File: config.mk
export PLATFORM = sky130hd
export DESIGN_NAME = line_buf_ctrl
export DESIGN_NICKNAME = d
export VERILOG_FILES = /design/src/rtl/display_pkg.sv /design/src/rtl/lbc_bank_state.sv /design/src/rtl/line_buf_ctrl.sv
export SDC_FILE = /design/constraint.sdc
export NUM_CORES = 1
export LEC_CHECK = 0
export BUFFER_PORTS_ARGS = -buffer_cell sky130_fd_sc_hd__clkbuf_2
export CAP_MARGIN = 10
export CORE_UTILIZATION = 42
export CTS_CLUSTER_SIZE = 24
export DETAILED_ROUTE_END_ITERATION = 6
export PLACE_DENSITY = 0.88
export SLEW_MARGIN = 20
export SYNTH_ARGS = -nofsm -noshare
export SYNTH_HDL_FRONTEND = slang
export SYNTH_SLANG_ARGS = --single-unit
File: constraint.sdc
create_clock -name clock -period 2.2 [get_ports clock]
set_clock_uncertainty 0.1 [all_clocks]
set_input_delay 0.11 -clock clock [delete_from_list [all_inputs] [get_ports clock]]
set_output_delay 0.11 -clock clock [all_outputs]
set_load 0.05 [all_outputs]
File: src/rtl/display_pkg.sv
// rtl/display_pkg.sv - shared line buffer constants, read-state enum and bank decode helper
package display_pkg;

    localparam int LINE_PIXELS_DEF = 100;
    localparam int ADDR_W_DEF      = 7;
    localparam int PIX_W           = 24;

    typedef enum logic {
        IDLE = 1'b0,
        SCAN = 1'b1
    } rd_state_t;

    // Decode a bank select into a one-hot pair of bank strobes
    function automatic logic [1:0] bank_onehot(input logic sel);
        return {sel, ~sel};
    endfunction

endpackage

File: src/rtl/lbc_bank_state.sv
// rtl/lbc_bank_state.sv - EMPTY/FULL flags for the two ping-pong line banks
module lbc_bank_state
    import display_pkg::*;
(
    input  logic       clock,
    input  logic       reset_n,
    input  logic       set_en,
    input  logic       set_idx,
    input  logic       clr_en,
    input  logic       clr_idx,
    output logic [1:0] bank_full
);

    logic [1:0] set_mask;
    logic [1:0] clr_mask;

    assign set_mask = set_en ? bank_onehot(set_idx) : 2'b00;
    assign clr_mask = clr_en ? bank_onehot(clr_idx) : 2'b00;

    // Writer completion marks its bank FULL, reader completion marks its bank EMPTY;
    // both may land in the same cycle because they always address different banks
    always_ff @(posedge clock or negedge reset_n) begin
        if (!reset_n) begin
            bank_full <= 2'b00;
        end else begin
            bank_full <= (bank_full & ~clr_mask) | set_mask;
        end
    end

endmodule

File: src/rtl/line_buf_ctrl.sv
// rtl/line_buf_ctrl.sv - ping-pong line buffer controller; LBC_UNDERRUN_CNT_EN adds underrun_cnt
module line_buf_ctrl
    import display_pkg::*;
#(
    parameter int LINE_PIXELS = LINE_PIXELS_DEF,
    parameter int ADDR_W      = ADDR_W_DEF
) (
    input  logic              clock,
    input  logic              reset_n,
    input  logic              wr_valid,
    input  logic [31:0]       wr_data,
    output logic              wr_ready,
    input  logic              line_req,
    input  logic              pix_en,
    output logic [1:0]        bank_we,
    output logic [ADDR_W-1:0] wr_addr,
    output logic [PIX_W-1:0]  bank_wdata,
    output logic [1:0]        bank_re,
    output logic [ADDR_W-1:0] rd_addr,
    output logic              rd_sel,
    output logic              pix_valid,
    output logic              line_done,
`ifdef LBC_UNDERRUN_CNT_EN
    output logic [15:0]       underrun_cnt,
`endif
    output logic              underrun
);

    localparam logic [ADDR_W-1:0] LAST_ADDR = ADDR_W'(LINE_PIXELS - 1);

    logic              wr_sel;
    logic [ADDR_W-1:0] wr_cnt;
    logic [ADDR_W-1:0] rd_cnt;
    rd_state_t         rd_state;
    logic [1:0]        bank_full;
    logic              wr_fire;
    logic              wr_last;
    logic              rd_fire;
    logic              rd_last;
    logic              unused_wr_hi;

    // Alpha/pad byte of the host pixel is dropped
    assign unused_wr_hi = ^wr_data[31:24];

    // Writer accepts only into an EMPTY bank; held off entirely while in reset
    assign wr_ready   = reset_n & ~bank_full[wr_sel];
    assign wr_fire    = wr_valid & wr_ready;
    assign wr_last    = wr_fire && (wr_cnt == LAST_ADDR);
    assign bank_we    = wr_fire ? bank_onehot(wr_sel) : 2'b00;
    assign wr_addr    = wr_cnt;
    assign bank_wdata = wr_data[PIX_W-1:0];

    // Reads only happen while scanning a bank that was FULL at line start
    assign rd_fire = (rd_state == SCAN) & pix_en;
    assign rd_last = rd_fire && (rd_cnt == LAST_ADDR);
    assign bank_re = rd_fire ? bank_onehot(rd_sel) : 2'b00;
    assign rd_addr = rd_cnt;

    lbc_bank_state u_bank_state (
        .clock     (clock),
        .reset_n   (reset_n),
        .set_en    (wr_last),
        .set_idx   (wr_sel),
        .clr_en    (rd_last),
        .clr_idx   (rd_sel),
        .bank_full (bank_full)
    );

    // Write address counter and bank select; flips to the other bank after the last pixel
    always_ff @(posedge clock or negedge reset_n) begin
        if (!reset_n) begin
            wr_cnt <= '0;
            wr_sel <= 1'b0;
        end else if (wr_fire) begin
            if (wr_last) begin
                wr_cnt <= '0;
                wr_sel <= ~wr_sel;
            end else begin
                wr_cnt <= wr_cnt + ADDR_W'(1);
            end
        end
    end

    // Read FSM: start a line on line_req if the read bank is FULL, scan it on pix_en
    always_ff @(posedge clock or negedge reset_n) begin
        if (!reset_n) begin
            rd_state  <= IDLE;
            rd_cnt    <= '0;
            rd_sel    <= 1'b0;
            pix_valid <= 1'b0;
            line_done <= 1'b0;
            underrun  <= 1'b0;
        end else begin
            pix_valid <= rd_fire;
            line_done <= 1'b0;
            underrun  <= 1'b0;
            case (rd_state)
                IDLE: begin
                    if (line_req) begin
                        if (bank_full[rd_sel]) begin
                            rd_state <= SCAN;
                            rd_cnt   <= '0;
                        end else begin
                            underrun <= 1'b1;
                        end
                    end
                end
                SCAN: begin
                    if (rd_fire) begin
                        if (rd_last) begin
                            rd_cnt    <= '0;
                            rd_sel    <= ~rd_sel;
                            rd_state  <= IDLE;
                            line_done <= 1'b1;
                        end else begin
                            rd_cnt <= rd_cnt + ADDR_W'(1);
                        end
                    end
                end
                default: rd_state <= IDLE;
            endcase
        end
    end

`ifdef LBC_UNDERRUN_CNT_EN
    // Saturating count of underrun pulses
    always_ff @(posedge clock or negedge reset_n) begin
        if (!reset_n) begin
            underrun_cnt <= 16'h0000;
        end else if (underrun && (underrun_cnt != 16'hFFFF)) begin
            underrun_cnt <= underrun_cnt + 16'h0001;
        end
    end
`endif

endmodule

## Yosys cells after proc, flatten, opt, wreduce, memory -nomap -nowiden

Index checks and enable logic that the tools add are counted.

- Register bits after elaboration: 22
- Bits of input ports: 37
- Output and inout bits: 47
- Word-level logic and storage cells: 58

- Add/subtract/negate cells: 2
- Magnitude comparators: 2
- Equality and inequality tests: 5
- Muxes and demuxes: 25
- Bitwise gates (word level): 10
- Reductions and logical operators: 5

Operators with widths:

| cell | number |
|---|---|
| $mux W7 | 5 |
| $add A7 B1 Y7 const B | 2 |
| $eq A7 B7 Y1 const B | 2 |
| $mux W1 | 14 |
| $pmux W7 S2 | 1 |
| $mux W2 | 4 |
| $reduce_and A3 Y1 | 2 |
| $lt A1 B2 Y1 const B | 2 |
| $ne A2 B2 Y1 const B | 2 |
| $not A1 Y1 | 4 |
| $and A1 B1 Y1 | 3 |
| $and A2 B2 Y2 | 1 |
| $logic_and A1 B1 Y1 | 2 |
| $ne A2 B1 Y1 const B | 1 |
| $not A2 Y2 | 1 |
| $or A2 B2 Y2 | 1 |
| $pmux W1 S2 | 1 |
| $reduce_and A2 Y1 | 1 |

## Longest topological paths before layout

- Word-level depth: 8
- Depth in mapped cells: 6
- Depth with buffers taken out: 6

## Cells and area by module

Synthesis repeated with hierarchy kept, for this count alone.

- Cells, all modules: 132
- Area total of the unflattened synthesis: 1,234.9 sq um

By module, submodules not included:

| module | times used | cells each | area an instance (sq um) | sequential area each (sq um) |
|---|---|---|---|---|
| line_buf_ctrl | 1 | 125 | 1,153.6 | 500.5 |
| lbc_bank_state | 1 | 7 | 81.3 | 50.0 |

## Worst setup path before layout

No wires, ideal clock.

- Path kind: register to register
- Start: reg wr_cnt[0] (netlist: wr_addr[0])
- End: reg wr_cnt[3] (netlist: wr_addr[3])
- Library setup time: 128 ps
- Arrival: 1,710 ps
- Required time: 1,972 ps
- Setup slack: 263 ps
- Cell stages (with the launch flop): 6
- Path buffers: 0
- Clock period less this slack: 1,937 ps
- Cell sequence: dfrtp_1 > ha_1 > nand4b_1 > nor3_2 > nor2_1 > mux2_1

- Word-level cells in the longest chain between the ends: 3
- Elaborated cells between the ends (all ways): 4
- Classes of those cells: add/sub: 1; eq/ne: 1; mux: 1; reduce/logical: 1

RTL lines:

| what | RTL line | source |
|---|---|---|
| start: declaration | line_buf_ctrl.sv:32 | `logic [ADDR_W-1:0] wr_cnt;` |
| start signal: assignment | line_buf_ctrl.sv:79 | `wr_cnt <= wr_cnt + ADDR_W'(1);` |
| branches (longest 2 deep; another with $add A7 B1 Y7) | n/a |  |
| $mux W7 * | line_buf_ctrl.sv:75 | `if (wr_last) begin` |

Every way passes the cells marked *.
A chain may end at the register's enable or synchronous reset.

## Final worst setup path

- Start: reg wr_sel
- End: out bank_we[1]

- Word-level cells in the longest chain between the ends: 6

RTL lines:

| what | RTL line | source |
|---|---|---|
| start: declaration | line_buf_ctrl.sv:31 | `logic wr_sel;` |
| start signal: assignment | line_buf_ctrl.sv:77 | `wr_sel <= ~wr_sel;` |
| $mux W1 (not written as such) (2 in series) | line_buf_ctrl.sv:46 | `assign wr_ready = reset_n & ~bank_full[wr_sel];` |
| $not A1 Y1 | line_buf_ctrl.sv:46 |  |
| $and A1 B1 Y1 | line_buf_ctrl.sv:46 |  |
| $and A1 B1 Y1 | line_buf_ctrl.sv:47 | `assign wr_fire = wr_valid & wr_ready;` |
| $mux W2 * | line_buf_ctrl.sv:49 | `assign bank_we = wr_fire ? bank_onehot(wr_sel) : 2'b00;` |
| end: declaration | line_buf_ctrl.sv:15 | `output logic [1:0] bank_we,` |

Every way passes the cells marked *; elsewhere a longest branch is shown, timed or not. The select of a mux whose other input is x is not followed.

==> results.md <==
- Net switching is 37.4% of the power.
- The reg-to-reg critical path endpoint is wr_addr[5]$_DFFE_PN0P_.
- The routed layout has 960 vias.
- The most critical setup path has its endpoint at bank_we[1].
- Among all flip-flop cells after synthesis, the most frequent one is sky130_fd_sc_hd__dfrtp_1.
- In this run the post-CTS setup repair buffer count came out at 0.
- The clock latency at the later pin of the worst-skew pair is 310 ps.
- Of the post-synthesis cell area, the dominant cell type holds 43.2%.
- The number of nets still failing antenna checks after routing is 0.
- The leakage power of the design is 0.692 nW.
- The minimum clock period is 2050 ps.
- Internal power comes to 614 uW.
- The timing startpoint of the critical path is wr_sel$_DFFE_PN0P_.
- The number of pins with negative max-slew slack in the final report is 0.
- The relative slew slack is 69.9%.
- The post-layout instance count excluding filler cells is 168.
- The logic depth of the worst register-to-register path is 5.
- The maximum number of pins on one net before global-route repair is 25.
- The half-perimeter wire length after detailed placement is 1780 um.
- The maximum vdd ir drop is 0.282 mV.
- Counting the fill cells in the layout gives 259.
- The total wire length is 2430 um.
- Routability-driven placement finished with a final weighted congestion of 0.792.
- The average wire length per cell after detail routing is 14.5 um.
- In the post-synthesis netlist, the cell with the most instances is sky130_fd_sc_hd__buf_4.
- The worst register-to-register path begins at wr_addr[0]$_DFFE_PN0P_.
- In this run the worst path has a maximum fanout of 11.
- The post-route DRC violation count is 8.
- The total congestion overflow after global routing is 0.
- The final reports fail on design-rule violations.
- The die is 57.1 um wide.
- The unique cell type count in the Yosys netlist is 37.
- Synthesis produced a netlist with a net count of 167.
- The commonest cells after synthesis are sky130_fd_sc_hd__buf_4, sky130_fd_sc_hd__dfrtp_1, sky130_fd_sc_hd__nand2_1.
- In this run the number of H-tree levels came out at 1.
- The worst-path cell with the longest stage delay is sky130_fd_sc_hd__dfrtp_1.
- The critical path crosses 4 cells after its start point.
- The power density normalized to cell area is 740 mW/mm2.
- The initial antenna violation count is 0.
- The logic gate share of total power is 27.7%.
- The first routing iteration left 49 violations.
- The area of the core region is 0.00281 mm2.
- The final hold slack is 78.2 ps.
- Global routing used 15.2% of the available tracks across all layers.
- The number of global-route vias before repair is 891.
- The critical path goes through mux2i_1 > and3_2 > and2_1 > clkbuf_2.
- In this run the deepest clock path goes through 2 buffers.
- At the placement stage, the worst setup path has a slack of 356 ps.
- The die outline height is 57.1 um.
- The buffer type at the clock tree root is sky130_fd_sc_hd__clkbuf_4.
- The critical setup path kind is flip-flop to primary output.
- For flop-to-flop paths, the worst setup slack is 410 ps.
- The worst stage delay on the critical path is 470 ps.
- The pre-antenna-repair detailed-routing pass consisted of 6 iterations.
- The count of standard-cell rows is 19.
- The relative area change from synthesis to final layout is 4.02%.
- The analysis attributes to net switching a power of 367 uW.
- The sequential share of power is 49.2%.
- The floorplan step defined a die boundary enclosing 0.00326 mm2.
- The actual transition at the worst max-transition pin is 449 ps.
- Setup slack on the critical path of the routed design comes to 154 ps.
- The number of failing hold endpoints at the final stage is 0.
- The combined area of all synthesized cells is 0.00127 mm2.
- Adding up every negative setup slack in the final design gives 0 ps.
- During placement, the flow inserted port buffers numbering 27.
- For this configuration, the core starts out at a cell density of 45.5%.
- The share of the Yosys chip area taken by registers is 43.2%.
- The biggest area consumer among synthesized cells is sky130_fd_sc_hd__dfrtp_1.
- For this run, the post-layout net count is 177.
- Setup violations remaining at the end of the flow were counted as 0.
- Clock-pin slew was measured on the worst setup and hold paths at 120 ps.
- The worst hold-check path type is input pin to flip-flop.
- The clock net in this run drives a total of 22 sinks.
- The max-cap check violation count is 0.
- The number of diodes added for antenna fixing is 0.
- Setup repair after global routing left no endpoint under its margin.
- After detailed routing, the number of vias per cell comes to 5.71.
- The number of register bits inferred by synthesis is 22.
- Cells with a size suffix above 1 make up 29.9% of the layout.
- TritonCTS built the clock tree.
- The post-synthesis instance total is 128.
- Of the total power, the clock network draws 23.1%.
- The total CTS buffers is 3.
- The total design power is 981 uW.
- The kind of cell adding the most delay to the critical path is simple AND/OR/NAND/NOR gates.
- The average footprint of a synthesized cell is 9.96 um2.
- STA classifies the critical path startpoint as a flip-flop.
- The count of synthesis-stage warnings from yosys is 0.
- The number of synthesized flops with an enable pin is 0.
- The first global-routing pass estimated 3860 um of wire.
- The critical path required time is 1990 ps.
- The kind of end point of the critical path is a primary output.
- 84 I/O pins were placed.
- Based on the critical path, the design can be clocked at up to 0.489 GHz.
- For the worst setup path, the data arrival time is 1840 ps.
- The number of buffers and inverters on the critical path is 1.
- Counting flops with an async set or reset pin after synthesis yields a share of 100%.
- By area the synthesized netlist is led by sky130_fd_sc_hd__dfrtp_1, sky130_fd_sc_hd__buf_4, sky130_fd_sc_hd__nand2_1, sky130_fd_sc_hd__a21boi_1, sky130_fd_sc_hd__mux2_4.
- The number of placed instances with taps included is 162.
- The run finished, with violations left.
- The part of the cycle the worst path needs is 93.0%.
-- power groups by stage --
stage                     sequential, mW  clock (mW)  combinational, mW
after CTS                          0.483       0.230              0.274
after detailed placement           0.491           0              0.270
after floorplan                    0.606           0              0.200
after global placement             0.490           0              0.267
final                              0.483       0.226              0.272
after global routing               0.489       0.251              0.293
-- stage by stage --
| stage | utilization, % | cell area (um2) |
|---|---|---|
| 3_5_place_dp | 45.2 | 1270 |
| 6_report | 47.3 | 1330 |
| 4_1_cts | 47.2 | 1330 |
| 2_1_floorplan | - | 1270 |
| 3_3_place_gp | 45.2 | 1270 |
| 5_1_grt | 47.3 | 1330 |
-- per-layer routing --
metal,track usage [%],share of wire (%),routed length (um)
met1,19.2,43,1050
met2,24.0,48,1170
met3,3.63,5.8,140
met4,8.36,2.9,71
met5,0,0,0
-- cells in the final DEF, fill, tap and decap left out, drive strengths merged, types with 2 or more instances in the layout --
cell         count
a21oi            4
nand4            3
a22o             2
and2             4
nand2           13
dlygate4sd3      2
and2b            2
clkbuf          31
inv              3
a21boi           4
nor3             3
nor2             5
nand3            5
xnor2            3
mux2             3
o21ai            5
or3              4
ha               2
and3             4
dfrtp           22
-- timing repair --
action | 4_1_cts | 5_1_grt
hold endpoints to repair | 23 | 0
hold buffers | 2 | 0
setup endpoints to repair | 0 | 1
resized for setup | 0 | 1
-- tightest hold or removal path, cell delays in order --
cell	delay, ps
sky130_fd_sc_hd__clkbuf_2	90
sky130_fd_sc_hd__and2b_4	190
sky130_fd_sc_hd__a21oi_1	70
-- flip-flops by register name, indices dropped and copies added, names as in the netlist --
name                    cells
rd_sel                      1
rd_state                    1
line_done                   1
wr_sel                      1
pix_valid                   1
underrun                    1
rd_addr                     7
wr_addr                     7
u_bank_state.bank_full      2
-- layout make-up --
cell class                      instances  area, um2  share of cell area, %
Timing Repair Buffer                   30        163                   12.3
Inverter                                3       11.3                  0.849
Clock buffer                            4       36.3                   2.74
Tap cell                               31       38.8                   2.92
Multi-Input combinational cell         78        527                   39.7
Sequential cell                        22        551                   41.5
-- worst min path at each step --
stage	from	to	slack, ps	depth (start not counted)
2_1_floorplan	reset_n	line_done$_DFF_PN0_	-290	0
3_5_place_dp	reset_n	wr_sel$_DFFE_PN0P_	40	2
5_1_grt	line_req	rd_addr[2]$_DFFE_PN0P_	60	3
6_report	line_req	rd_addr[2]$_DFFE_PN0P_	80	3
3_3_place_gp	reset_n	wr_addr[0]$_DFFE_PN0P_	30	2
4_1_cts	line_req	rd_addr[2]$_DFFE_PN0P_	60	3
-- cell families (layout without fill, tap and decap cells) --
logic type / Yosys count / after routing / synth area share (%)
and+or+nand+nor: 48 / 48 / 21.2
xor gates and xnor gates: 3 / 3 / 2.06
muxes: 4 / 4 / 4.02
DFF: 22 / 22 / 43.2
AOI/OAI and AO/OA: 21 / 21 / 12.0
adders and majority gates: 2 / 2 / 1.96
buffers and inverters: 28 / 37 / 15.6
(Power assumes the default switching activity.)
